## src/rtl/rx_packet_parser_pkg.sv

```systemverilog
// Shared definitions for the rx_packet_parser frame parser: prefix byte,
// default channel count, checksum width, state encoding and error pulse bundle.
package rx_packet_parser_pkg;

  localparam logic [7:0] PREFIX    = 8'hDD;
  localparam int         DEF_N_SRC = 8;
  localparam int         CSUM_W    = 8;

  typedef enum logic [2:0] {
    S_IDLE,
    S_SRC,
    S_DST,
    S_LEN,
    S_PAYLOAD,
    S_CRC,
    S_DRAIN
  } state_t;

  typedef struct packed {
    logic crc;
    logic len;
    logic addr;
    logic drop;
  } err_t;

  // Running checksum is a plain modular byte sum.
  function automatic logic [CSUM_W-1:0] csum_add(input logic [CSUM_W-1:0] acc,
                                                 input logic [7:0]        b);
    return acc + CSUM_W'(b);
  endfunction

endpackage

```

## src/rtl/rx_packet_parser_pkt_buf.sv

```systemverilog
// Payload buffer for rx_packet_parser: DEPTH x 8 synchronous write,
// registered read, intended to map onto block RAM.
module pkt_buf
  import rx_packet_parser_pkg::*;
#(
  parameter int DEPTH = 32,
  parameter int AW    = (DEPTH > 1) ? $clog2(DEPTH) : 1
) (
  input  logic          clk,
  input  logic          wr_en,
  input  logic [AW-1:0] wr_ptr,
  input  logic [7:0]    wr_data,
  input  logic [AW-1:0] rd_ptr,
  output logic [7:0]    rd_data
);

  logic [7:0] mem_reg [DEPTH];

  always_ff @(posedge clk) begin
    if (wr_en) begin
      mem_reg[wr_ptr] <= wr_data;
    end
    rd_data <= mem_reg[rd_ptr];
  end

endmodule

```

## src/rtl/rx_packet_parser.sv

```systemverilog
// Frame parser: DD src dst len payload sum; payload released to channel dst
// only after the checksum verifies. Optional idle timeout: PARSER_TIMEOUT_EN.
module rx_packet_parser
  import rx_packet_parser_pkg::*;
#(
  parameter int N_SRC       = DEF_N_SRC,
  parameter int MAX_LEN     = 32,
  parameter int TIMEOUT_CYC = 48000
) (
  input  logic             clk,
  input  logic             n_rst,
  input  logic [7:0]       rx_data,
  input  logic             rx_valid,
  input  logic [N_SRC-1:0] dest_ready,
  output logic [7:0]       master_data,
  output logic [N_SRC-1:0] valid_bus,
  output logic [7:0]       src_addr,
  output logic             busy,
  output logic             crc_err,
  output logic             len_err,
  output logic             addr_err,
  output logic             drop_err,
  output logic             tmo_err
);

  localparam int         AW       = (MAX_LEN > 1) ? $clog2(MAX_LEN) : 1;
  localparam logic [8:0] MAX_LEN9 = 9'(MAX_LEN);
  localparam logic [8:0] N_SRC9   = 9'(N_SRC);

  state_t              state_reg, state_next;
  logic [7:0]          src_shadow_reg, src_shadow_next;
  logic [7:0]          dst_reg, dst_next;
  logic [7:0]          len_reg, len_next;
  logic [CSUM_W-1:0]   sum_reg, sum_next;
  logic [AW-1:0]       wr_ptr_reg, wr_ptr_next;
  logic [AW-1:0]       rd_ptr_reg, rd_ptr_next;
  logic [1:0]          fill_reg, fill_next;
  logic [7:0]          master_data_reg, master_data_next;
  logic [N_SRC-1:0]    valid_bus_reg, valid_bus_next;
  logic [7:0]          src_addr_reg, src_addr_next;
  err_t                err_reg, err_next;

  logic                buf_wr_en;
  logic [AW-1:0]       buf_rd_ptr;
  logic [7:0]          buf_rd_data;
  logic [N_SRC-1:0]    dst_hit;
  logic                dst_ok;
  logic                xfer;
  logic                tmo_hit;

  genvar gi;
  generate
    for (gi = 0; gi < N_SRC; gi++) begin : g_dst
      assign dst_hit[gi] = ({1'b0, dst_reg} == 9'(gi));
    end
  endgenerate

  assign dst_ok = ({1'b0, dst_reg} < N_SRC9);
  // fill_reg == 2 means the output register holds a byte on offer.
  assign xfer   = (fill_reg == 2'd2) && (|(valid_bus_reg & dest_ready));

  pkt_buf #(
    .DEPTH (MAX_LEN),
    .AW    (AW)
  ) u_buf (
    .clk     (clk),
    .wr_en   (buf_wr_en),
    .wr_ptr  (wr_ptr_reg),
    .wr_data (rx_data),
    .rd_ptr  (buf_rd_ptr),
    .rd_data (buf_rd_data)
  );

`ifdef PARSER_TIMEOUT_EN
  localparam int TW = $clog2(TIMEOUT_CYC + 1);
  logic [TW-1:0] idle_cnt_reg;
  logic          timed;
  logic          tmo_err_reg;

  assign timed   = (state_reg != S_IDLE) && (state_reg != S_DRAIN);
  assign tmo_hit = timed && !rx_valid && (idle_cnt_reg == TW'(TIMEOUT_CYC - 1));

  always_ff @(posedge clk or negedge n_rst) begin
    if (!n_rst) begin
      idle_cnt_reg <= '0;
      tmo_err_reg  <= 1'b0;
    end else begin
      tmo_err_reg <= tmo_hit;
      if (!timed || rx_valid || tmo_hit) begin
        idle_cnt_reg <= '0;
      end else begin
        idle_cnt_reg <= idle_cnt_reg + TW'(1);
      end
    end
  end

  assign tmo_err = tmo_err_reg;
`else
  // The timeout limit has no consumer when the counter is not built.
  logic [31:0] unused_tmo_cfg;
  assign unused_tmo_cfg = 32'(TIMEOUT_CYC);
  assign tmo_hit        = 1'b0;
  assign tmo_err        = 1'b0;
`endif

  always_comb begin
    state_next       = state_reg;
    src_shadow_next  = src_shadow_reg;
    dst_next         = dst_reg;
    len_next         = len_reg;
    sum_next         = sum_reg;
    wr_ptr_next      = wr_ptr_reg;
    rd_ptr_next      = rd_ptr_reg;
    fill_next        = fill_reg;
    master_data_next = master_data_reg;
    valid_bus_next   = valid_bus_reg;
    src_addr_next    = src_addr_reg;
    err_next         = '0;
    buf_wr_en        = 1'b0;
    buf_rd_ptr       = rd_ptr_reg;

    case (state_reg)
      S_IDLE: begin
        if (rx_valid && (rx_data == PREFIX)) begin
          state_next = S_SRC;
        end
      end
      S_SRC: begin
        if (rx_valid) begin
          src_shadow_next = rx_data;
          sum_next        = csum_add('0, rx_data);
          state_next      = S_DST;
        end
      end
      S_DST: begin
        if (rx_valid) begin
          dst_next   = rx_data;
          sum_next   = csum_add(sum_reg, rx_data);
          state_next = S_LEN;
        end
      end
      S_LEN: begin
        if (rx_valid) begin
          len_next = rx_data;
          sum_next = csum_add(sum_reg, rx_data);
          if ({1'b0, rx_data} > MAX_LEN9) begin
            err_next.len = 1'b1;
            state_next   = S_IDLE;
          end else if (rx_data == 8'd0) begin
            state_next = S_CRC;
          end else begin
            wr_ptr_next = '0;
            state_next  = S_PAYLOAD;
          end
        end
      end
      S_PAYLOAD: begin
        if (rx_valid) begin
          buf_wr_en   = 1'b1;
          wr_ptr_next = wr_ptr_reg + AW'(1);
          sum_next    = csum_add(sum_reg, rx_data);
          if (8'(wr_ptr_reg) == (len_reg - 8'd1)) begin
            state_next = S_CRC;
          end
        end
      end
      S_CRC: begin
        if (rx_valid) begin
          state_next = S_IDLE;
          if (CSUM_W'(rx_data) != sum_reg) begin
            err_next.crc = 1'b1;
          end else if (!dst_ok) begin
            err_next.addr = 1'b1;
          end else begin
            src_addr_next = src_shadow_reg;
            if (len_reg != 8'd0) begin
              rd_ptr_next = '0;
              fill_next   = 2'd0;
              state_next  = S_DRAIN;
            end
          end
        end
      end
      S_DRAIN: begin
        err_next.drop = rx_valid;
        // Read port stays one entry ahead of the output register so that
        // back-to-back transfers need no extra bubble.
        case (fill_reg)
          2'd0: begin
            fill_next = 2'd1;
          end
          2'd1: begin
            buf_rd_ptr       = rd_ptr_reg + AW'(1);
            master_data_next = buf_rd_data;
            valid_bus_next   = dst_hit;
            fill_next        = 2'd2;
          end
          default: begin
            if (xfer) begin
              buf_rd_ptr = rd_ptr_reg + AW'(2);
              if (8'(rd_ptr_reg) == (len_reg - 8'd1)) begin
                valid_bus_next = '0;
                state_next     = S_IDLE;
              end else begin
                master_data_next = buf_rd_data;
                rd_ptr_next      = rd_ptr_reg + AW'(1);
              end
            end else begin
              buf_rd_ptr = rd_ptr_reg + AW'(1);
            end
          end
        endcase
      end
      default: begin
        state_next = S_IDLE;
      end
    endcase

    if (tmo_hit) begin
      state_next = S_IDLE;
    end
  end

  always_ff @(posedge clk or negedge n_rst) begin
    if (!n_rst) begin
      state_reg       <= S_IDLE;
      src_shadow_reg  <= '0;
      dst_reg         <= '0;
      len_reg         <= '0;
      sum_reg         <= '0;
      wr_ptr_reg      <= '0;
      rd_ptr_reg      <= '0;
      fill_reg        <= '0;
      master_data_reg <= '0;
      valid_bus_reg   <= '0;
      src_addr_reg    <= '0;
      err_reg         <= '0;
    end else begin
      state_reg       <= state_next;
      src_shadow_reg  <= src_shadow_next;
      dst_reg         <= dst_next;
      len_reg         <= len_next;
      sum_reg         <= sum_next;
      wr_ptr_reg      <= wr_ptr_next;
      rd_ptr_reg      <= rd_ptr_next;
      fill_reg        <= fill_next;
      master_data_reg <= master_data_next;
      valid_bus_reg   <= valid_bus_next;
      src_addr_reg    <= src_addr_next;
      err_reg         <= err_next;
    end
  end

  assign master_data = master_data_reg;
  assign valid_bus   = valid_bus_reg;
  assign src_addr    = src_addr_reg;
  assign busy        = (state_reg != S_IDLE);
  assign crc_err     = err_reg.crc;
  assign len_err     = err_reg.len;
  assign addr_err    = err_reg.addr;
  assign drop_err    = err_reg.drop;

endmodule

```

## config.mk

```make
export PLATFORM = sky130hd
export DESIGN_NAME = rx_packet_parser
export DESIGN_NICKNAME = d
export VERILOG_FILES = /design/src/rtl/rx_packet_parser_pkg.sv /design/src/rtl/rx_packet_parser_pkt_buf.sv /design/src/rtl/rx_packet_parser.sv
export SDC_FILE = /design/constraint.sdc
export NUM_CORES = 1
export LEC_CHECK = 0
export ABC_AREA = 1
export CAP_MARGIN = 0
export CORE_UTILIZATION = 38
export DETAILED_ROUTE_END_ITERATION = 8
export HOLD_SLACK_MARGIN = 0.1
export SKIP_LAST_GASP = 1
export SYNTH_ARGS = -nofsm -noshare
export SYNTH_HDL_FRONTEND = slang
export SYNTH_SLANG_ARGS = --single-unit
```

## constraint.sdc

```tcl
create_clock -name clk -period 2 [get_ports clk]
set_input_delay 0.2 -clock clk [delete_from_list [all_inputs] [get_ports clk]]
set_output_delay 0.2 -clock clk [all_outputs]
set_load 0.005 [all_outputs]
```

==> out/metrics.yaml, run 1 <==
fin_crit_sh_pct: 108
cp.arrival_ns: 2.61
design.core.area_um2: 39800
critPathKind: "reg -> reg"
async_reset_ff_share_pct: 22.1
worst-path-buf-inv: 3
fin_crit_ns: 2.15
cts_root_buffer: "clkbuf_16"
drtIter0Drc: 1164
grt_pass1_wl_um: 68500
hp-class: "in -> async"
cp_top_family: "simple AND/OR/NAND/NOR gates"
nNetsFinal: 1860
die-area_um2: 41300
netlist_instances: 1577
io_buffers: 47
synth_cell_type_count: 44
crit_path_frequent_cell: "nand2_1"
yosys_most_used_dff: "edfxtp_1"
rsz0062_at_grt: "yes"
setup.worst_path.start_class: "register"
worstPathRequired_ns: 2.45
grtUsageTotal_pct: 21.7
clock_latency_ns: 0.56
gr-total-overflow: 0
viasPerCell: 5.15
rows: 73
drtAntennaViolNets: 0
setup_viol_count_final: 11
start_util_pct: 38.6
routabilityCongestion: 0.865
fin_ws_ns: -0.155
die-height_um: 203
clock_skew_ns: 0.0225
cts_tree: "built"
p_per_area_nw_per_um2: 956
irDropWorstVdd_v: 0.000704
die_w_um: 203
syn_to_final_growth_pct: 35.3
numCtsBuffers: 39
fmax_mhz: 464
dr.pass1.iters: 6
path_clk_slew_ns: 0.06
drc: 0
cts_sinks: 339
critPathMaxStageDelay_ns: 0.41
postSynthAreaPerCell_um2: 9.76
critical_path.slowest_cell: "dfrtp_1"
violations: "negative setup slack"
final_layout_size_suffix_gt1_share_pct: 26.2
placed_cells: 2265
cts.htree.levels: 2
end_kind: "register"
r2r_slack_ns: -0.15
met1_usage_pct: 27.9
status: "finished, violations left"
grtUsageMet2_pct: 37.1
wl_um: 45800
instances_no_fill: 2382
largest_reg_flops: 256
cp_cell_sequence: "nor2_4, inv_2, nor2_8, nand2_4, nand2_8, nand2_8, buf_12, buf_12, nand2_1, nand2_1, nand2_1, nand2_2, nand2_2, nand3_2, nand3_2, nand2_1"
post-dp-hpwl_um: 27400
ys_seq_area_share_pct: 63.2
relSlewSlack_pct: 64.9
synth_edf_count: 256
antenna_found_initial: 1
layout_common_cells: "491 x nand2_1, 256 x edfxtp_1, 167 x nand3_1, 166 x buf_4, 92 x inv_1"
yosys_warnings: 0
r2r_start: "state_reg[0]"
worstMarginPinSlew_ns: 0.526
grt_pass1_vias: 11900
antennaDiodeCount: 0
netlist_area_um2: 15400
vias: 12300
synth-seq-cells: 339
hold_viol: 0
crit_fanout: 9
stdcell_area_um2: 20800
crit_path_start: "state_reg[0]"
placed_area_um2: 17900
p_leak_nw: 8.73
synth_nets: 1611
io-pin-count: 49
mostFrequentLayoutCell: "nand2_1"
grt.busiest_layer: "met2"
wl_per_cell_um: 19.2
grt_max_degree: 40
drv_cap: 0
grtUsageMet3_pct: 3.13
slew_viol_final: 0
cts_buffer_depth: 3
[worst paths after layout]
path,end,cells past startpoint
min reg2reg,master_data[3],2
max in group asynchronous,len_reg[4],3
max reg2reg,u_buf.rd_data[5],16
min in group clk,src_shadow_reg[1],4
max,u_buf.rd_data[5],16
min,valid_bus[4],2
[final cells by class]
cell class	instances	area, µm²
Multi-Input combinational cell	1061	5750
Inverter	109	417
Timing Repair Buffer	276	2970
Tap cell	525	657
Fill cell	3484	19000
Sequential cell	339	9730
Clock inverter	16	164
Clock buffer	56	1130
[power breakdown]
group	internal (mW)	leakage [nW]	switching (mW)
Clock	4.34	0.637	2.85
Sequential	8.00	3.35	0.375
Combinational	1.88	4.75	2.46
Total	14.2	8.73	5.69
[timing repair]
action,in CTS,in global routing
hold endpoints to repair,75,0
pin swaps,41,51
setup buffers,15,10
gates resized for setup,118,155
setup endpoints to repair,33,47
hold buffers,1,0
gates cloned,13,8
[synth_stat cells, drive strengths merged, types with 2 or more instances]
| cell type | number | area share (%) |
|---|---|---|
| dfrtp | 75 | 12 |
| xnor2 | 4 | 0.23 |
| inv | 107 | 2.6 |
| nand3b | 38 | 1.9 |
| ha | 14 | 1.1 |
| edfxtp | 256 | 50 |
| nor2 | 86 | 2.3 |
| a31oi | 3 | 0.16 |
| a21boi | 2 | 0.098 |
| nand2 | 558 | 14 |
| o211ai | 2 | 0.098 |
| dfxtp | 8 | 1.0 |
| clkbuf | 24 | 0.59 |
| nand4 | 6 | 0.24 |
| nand3 | 228 | 7.5 |
| a21oi | 13 | 0.45 |
| o21bai | 5 | 0.24 |
| xor2 | 14 | 0.80 |
| clkinv | 2 | 0.049 |
| o21ai | 61 | 2.0 |
| o22ai | 5 | 0.20 |
| buf | 45 | 1.7 |
| nor4 | 2 | 0.081 |
| nor3 | 10 | 0.33 |
[layer usage]
layer,up-vias,share of wire (%)
li1,5812,-
met1,5960,41
met2,399,49
met3,103,5.5
met4,0,3.6
met5,-,0
[cells by family (layout without fill, tap and decap cells)]
family          after synthesis  after routing  synth area share [%]
simple gates                930            931                  26.0
flops                       339            339                  63.2
compound gates               96             96                  3.50
xor+xnor                     18             18                  1.02
fa+ha+maj                    15             15                  1.27
buf+inv                     178            457                  4.94
other cells                   1              1                0.0244
[through the flow]
stage          setup WS [ns]  setup TNS (ns)  util [%]  hold slack, ns  power [mW]
2_1_floorplan         0.0293               0         -         -0.0956        10.4
3_3_place_gp          -0.622          -12.91      44.9           0.198        11.9
3_5_place_dp          -0.616          -13.49      44.9           0.202        12.0
4_1_cts               -0.130           -1.07      50.5           0.155        19.5
5_1_grt               -0.272           -3.36      52.3           0.170        20.7
6_report              -0.155           -1.14      52.3           0.160        19.9
No activity file was read; power rests on OpenSTA's default activity.
==> run 2: changes to the inputs <==
--- a/config.mk
+++ b/config.mk
@@ -7,6 +7,7 @@
 export LEC_CHECK = 0
 export ABC_AREA = 1
 export CAP_MARGIN = 0
+export CORE_ASPECT_RATIO = 1.75
 export CORE_UTILIZATION = 38
 export DETAILED_ROUTE_END_ITERATION = 8
 export HOLD_SLACK_MARGIN = 0.1
==> run 2 against run 1 <==
Effect of this change: the run still ends with negative setup slack left; non-clock buffer count up 54; design area is 1.7% higher; die area barely moved; sequential share of layout area shrank 0.77 points; via count increased by 3.1%; routed wire length up 12%; final cell count grew 0.34%; largest cell class unchanged.
==> out/metrics.yaml, run 2 (synthesis results as in run 1) <==
fin_crit_sh_pct: 113
grtUsageMet2_pct: 45.8
nNetsFinal: 1906
fmax_mhz: 444
start_util_pct: 38.5
antennaDiodeCount: 0
clock_latency_ns: 0.58
drtAntennaViolNets: 0
grtUsageTotal_pct: 24.4
fin_crit_ns: 2.25
mostFrequentLayoutCell: "nand2_1"
placed_cells: 2280
final_core_util_pct: 53.0
relSlewSlack_pct: 29.2
worstMarginPinSlew_ns: 1.06
hold_viol: 0
cp.arrival_ns: 2.73
design.core.area_um2: 39900
p_per_area_nw_per_um2: 893
reg2reg_to: "u_buf.rd_data[5]"
cts_root_buffer: "clkbuf_16"
largest_reg_flops: 256
post-dp-hpwl_um: 32700
layout_common_cells: "506 x nand2_1, 256 x edfxtp_1, 206 x buf_4, 149 x nand3_1, 94 x inv_1"
r2r_start: "valid_bus[2]"
rows: 97
irDropWorstVdd_v: 0.000686
die-area_um2: 41300
vias: 12700
io-pin-count: 49
crit_fanout: 15
hp-class: "in -> async"
cts_buffer_depth: 3
grt.busiest_layer: "met2"
status: "finished, violations left"
worstPathRequired_ns: 2.48
final_layout_size_suffix_gt1_share_pct: 27.3
slew_viol_final: 0
grtUsageMet3_pct: 3.21
grt_pass1_wl_um: 74200
timing.hold.ws_ns: 0.133
violations: "negative setup slack"
path_clk_slew_ns: 0.07
antenna_found_initial: 0
setup_viol_count_final: 13
regArea_um2: 9720
met1_usage_pct: 22.6
fillers: 3404
gr-total-overflow: 0
drtIter0Drc: 796
critPathKind: "reg -> reg"
grt_pass1_vias: 12900
clock_skew_ns: 0.00996
drv_cap: 0
cts_tree: "built"
rsz0062_at_grt: "yes"
ff2ff_path_depth: 14
crit_path_start: "valid_bus[2]"
p_leak_nw: 8.92
die-height_um: 268
totalPowerFinal_mw: 18.9
io_buffers: 47
r2r_slack_ns: -0.25
instances_no_fill: 2390
numCtsBuffers: 30
placed_area_um2: 18200
setup.worst_path.start_class: "register"
fin_ws_ns: -0.254
wl_per_cell_um: 21.5
die_w_um: 154
cts.htree.levels: 1
wl_um: 51300
drc: 0
setup-tns-final_ns: -1.81
end_kind: "register"
stdcell_area_um2: 21200
syn_to_final_growth_pct: 37.6
multi_input_area_um2: 5850
routabilityCongestion: 0.934
viasPerCell: 5.29
cts_sinks: 339
post-place-ws_ns: -0.536
dr.pass1.iters: 5
grt_max_degree: 38
==> run 2: cell count changes in the layout (fill, tap and decap cells not counted), sizes merged, moves of 2 or more <==
cell / delta
buf: +45
bufbuf: +2
clkbuf: -11
clkdlybuf4s50: +3
clkinv: -3
==> run 2: report_power, final <==
part / switching, mW / internal (mW) / leakage, nW / total, mW
Clock: 2.60 / 3.38 / 0.492 / 5.98
Sequential: 0.388 / 7.99 / 3.35 / 8.38
Combinational: 2.58 / 1.96 / 5.08 / 4.54
Total: 5.57 / 13.3 / 8.92 / 18.9
==> run 2: worst max-delay path, cell delays in order (launching register included) <==
cell and delay [ns]:
dfrtp_1 0.41, nand2_1 0.08, nand2_1 0.05, nor2_1 0.13, nand2_2 0.12, buf_6 0.16, nand3_2 0.05, nand4_1 0.15
nand2_2 0.20, buf_4 0.25, nand2_1 0.09, nand3_1 0.17, nand3_2 0.15, nand3_2 0.10, nand2_1 0.05
==> run 2: how the worst max path moves through the flow <==
stage                                  end  cells after the start
final                     u_buf.rd_data[5]                     14
after global routing      u_buf.rd_data[1]                     17
after CTS                 u_buf.rd_data[3]                     17
after detailed placement  u_buf.rd_data[1]                     19
after global placement       rd_ptr_reg[3]                     12
after floorplan           u_buf.rd_data[4]                     13
==> run 2: cell type report <==
class / count / share of cell area, %
clock buffer: 42 / 4.05
sequential: 339 / 45.9
multi-input combinational: 1062 / 27.6
inverter: 109 / 1.96
timing repair buffer: 330 / 16.8
tap: 495 / 2.93
clock inverter: 13 / 0.703
==> run 2: timing repair <==
action	4_1_cts	5_1_grt
hold endpoints to repair	75	0
setup buffers	19	11
setup endpoints to repair	284	291
hold buffers	2	0
gates resized for setup	147	111
cloned	14	10
pin swaps	47	54
==> run 2: metal layers <==
| metal | part of all wire (%) | up-vias |
|---|---|---|
| met5 | 0 | - |
| met4 | 9.9 | 0 |
| met3 | 4.6 | 193 |
| met2 | 54 | 438 |
| met1 | 32 | 6143 |
| li1 | - | 5879 |
==> run 3: changes to the inputs <==
--- a/config.mk
+++ b/config.mk
@@ -8,9 +8,10 @@
 export ABC_AREA = 1
 export CAP_MARGIN = 0
 export CORE_ASPECT_RATIO = 1.75
-export CORE_UTILIZATION = 38
+export CORE_UTILIZATION = 52
 export DETAILED_ROUTE_END_ITERATION = 8
 export HOLD_SLACK_MARGIN = 0.1
+export PLACE_DENSITY = 0.72
 export SKIP_LAST_GASP = 1
 export SYNTH_ARGS = -nofsm -noshare
 export SYNTH_HDL_FRONTEND = slang
==> run 3 against run 2 <==
Effect of this change: the run still ends with negative setup slack left; sequential share of layout area rose by 0.15 points; power increased by 2.7%; global-route usage rose by 7.5 points; core utilization increased by 19 points; via count is 4.1% higher; critical path depth shrank 2; routed wire length decreased by 3.2%; non-clock buffer count shrank 14; largest cell class unchanged.
==> out/metrics.yaml, run 3 (synthesis results as in run 1) <==
rows: 83
cts_root_buffer: "clkbuf_16"
io-pin-count: 49
post-dp-hpwl_um: 29600
p_leak_nw: 8.84
worstMarginPinSlew_ns: 1.03
wl_per_cell_um: 21.9
hold_viol: 0
drtIter0Drc: 1311
critPathMaxStageDelay_ns: 0.43
fin_crit_sh_pct: 119
final_layout_size_suffix_gt1_share_pct: 30.0
irDropWorstVdd_v: 0.00116
cts_buffer_depth: 3
fmax_mhz: 421
placed_cells: 2148
p_per_area_nw_per_um2: 920
wl_um: 49700
cts_tree: "built"
relSlewSlack_pct: 31.1
numCtsBuffers: 30
design.core.area_um2: 29200
timing.hold.ws_ns: 0.170
worstPathRequired_ns: 2.46
antenna_found_initial: 0
antennaDiodeCount: 0
setup_viol_count_final: 16
drv_cap: 0
route.met3.wl_um: 3870
start_util_pct: 52.7
post-place-ws_ns: -0.709
syn_to_final_growth_pct: 37.2
clock_latency_ns: 0.58
drc: 0
cp.arrival_ns: 2.84
viasPerCell: 5.82
routabilityCongestion: 1.00
slew_viol_final: 0
rsz0062_at_grt: "yes"
cp_top_family: "simple AND/OR/NAND/NOR gates"
grt_max_degree: 54
critical_path.slowest_cell: "dfrtp_1"
worst-path-buf-inv: 3
drtAntennaViolNets: 0
grt_pass1_wl_um: 72400
violations: "negative setup slack"
io_buffers: 47
die-area_um2: 30300
fin_crit_ns: 2.37
top_layer: "met4"
setup-tns-final_ns: -2.86
cts_sinks: 339
end_kind: "register"
die_w_um: 132
clock_skew_ns: 0.0187
layout_common_cells: "474 x nand2_1, 256 x edfxtp_1, 195 x buf_4, 143 x nand3_1, 92 x inv_1"
hp-class: "in -> async"
critPathKind: "reg -> reg"
mostFrequentLayoutCell: "nand2_1"
crit_fanout: 5
setup.worst_path.start_class: "register"
grt_pass1_vias: 13000
cts.htree.levels: 1
grtUsageTotal_pct: 31.8
instances_no_fill: 2264
wl_met1_um: 15700
vias: 13200
cp_cell_sequence: "ha_1, buf_4, nand2_1, nand3_4, a21oi_4, buf_12, clkbuf_16, nand2_1, nand3_1, nand3_2, nand3_2, nand2_2"
largest_reg_flops: 256
path_clk_slew_ns: 0.07
die-height_um: 230
dr.pass1.iters: 5
gr-total-overflow: 0
fin_ws_ns: -0.373
wl_met2_um: 25700
nNetsFinal: 1892
status: "finished, violations left"
run 3: changes by cell type in the layout (fill, tap and decap cells not counted), sizes merged:
cell,delta
bufbuf,-1
buf,-8
clkbuf,-15
clkinv,+3
inv,+5
clkinvlp,+1
bufinv,+2
run 3: where the power goes:
part	switching [mW]	total (mW)	internal [mW]
Sequential	0.401	8.39	7.99
Combinational	2.72	4.81	2.09
Clock	2.71	6.21	3.51
run 3: worst paths after layout:
| kind | start | endpoint | slack (ns) | cells after the start |
|---|---|---|---|---|
| max reg2reg | rd_ptr_reg[1] | u_buf.rd_data[7] | -0.37 | 12 |
| min reg2reg | u_buf.rd_data[3] | master_data[3] | 0.43 | 2 |
| max in group asynchronous | n_rst | rd_ptr_reg[2] | 0.37 | 3 |
| max | rd_ptr_reg[1] | u_buf.rd_data[7] | -0.37 | 12 |
| min in group clk | rx_valid | crc_err | 0.41 | 4 |
| min | n_rst | dst_reg[3] | 0.17 | 3 |
run 3: repair_timing:
| action | 4_1_cts | 5_1_grt |
|---|---|---|
| gates cloned | 13 | 5 |
| gates resized for setup | 152 | 196 |
| buffers inserted | 26 | 18 |
| pin swaps | 57 | 101 |
| hold endpoints to repair | 75 | 0 |
| endpoints found under the setup margin | 82 | 53 |
| hold buffers | 2 | 0 |
run 3: metrics by stage:
| step | util, % | power (mW) | instance area (µm²) |
|---|---|---|---|
| after floorplan | - | 10.4 | 15400 |
| after global placement | 61.4 | 12.0 | 17900 |
| after detailed placement | 61.4 | 12.1 | 17900 |
| after CTS | 69.0 | 18.7 | 20100 |
| after global routing | 72.3 | 20.1 | 21100 |
| final | 72.3 | 19.4 | 21100 |
run 3: cell type report:
cell class	count	area [µm²]
Sequential cell	339	9730
Fill cell	1797	8080
Multi-Input combinational cell	1062	6110
Timing Repair Buffer	316	3320
Clock buffer	32	779
Tap cell	382	478
Inverter	109	414
Clock inverter	24	278
run 3: worst min-delay path, cell delays in order:
cell and delay, ns:
dlygate4sd3_1 0.53, buf_4 0.14, buf_12 0.28
run 3: metal layers:
| metal | global-route usage, % | vias up |
|---|---|---|
| li1 | - | 5859 |
| met1 | 33.3 | 6263 |
| met2 | 56.6 | 810 |
| met3 | 5.05 | 246 |
| met4 | 24.9 | 0 |
| met5 | 0 | - |
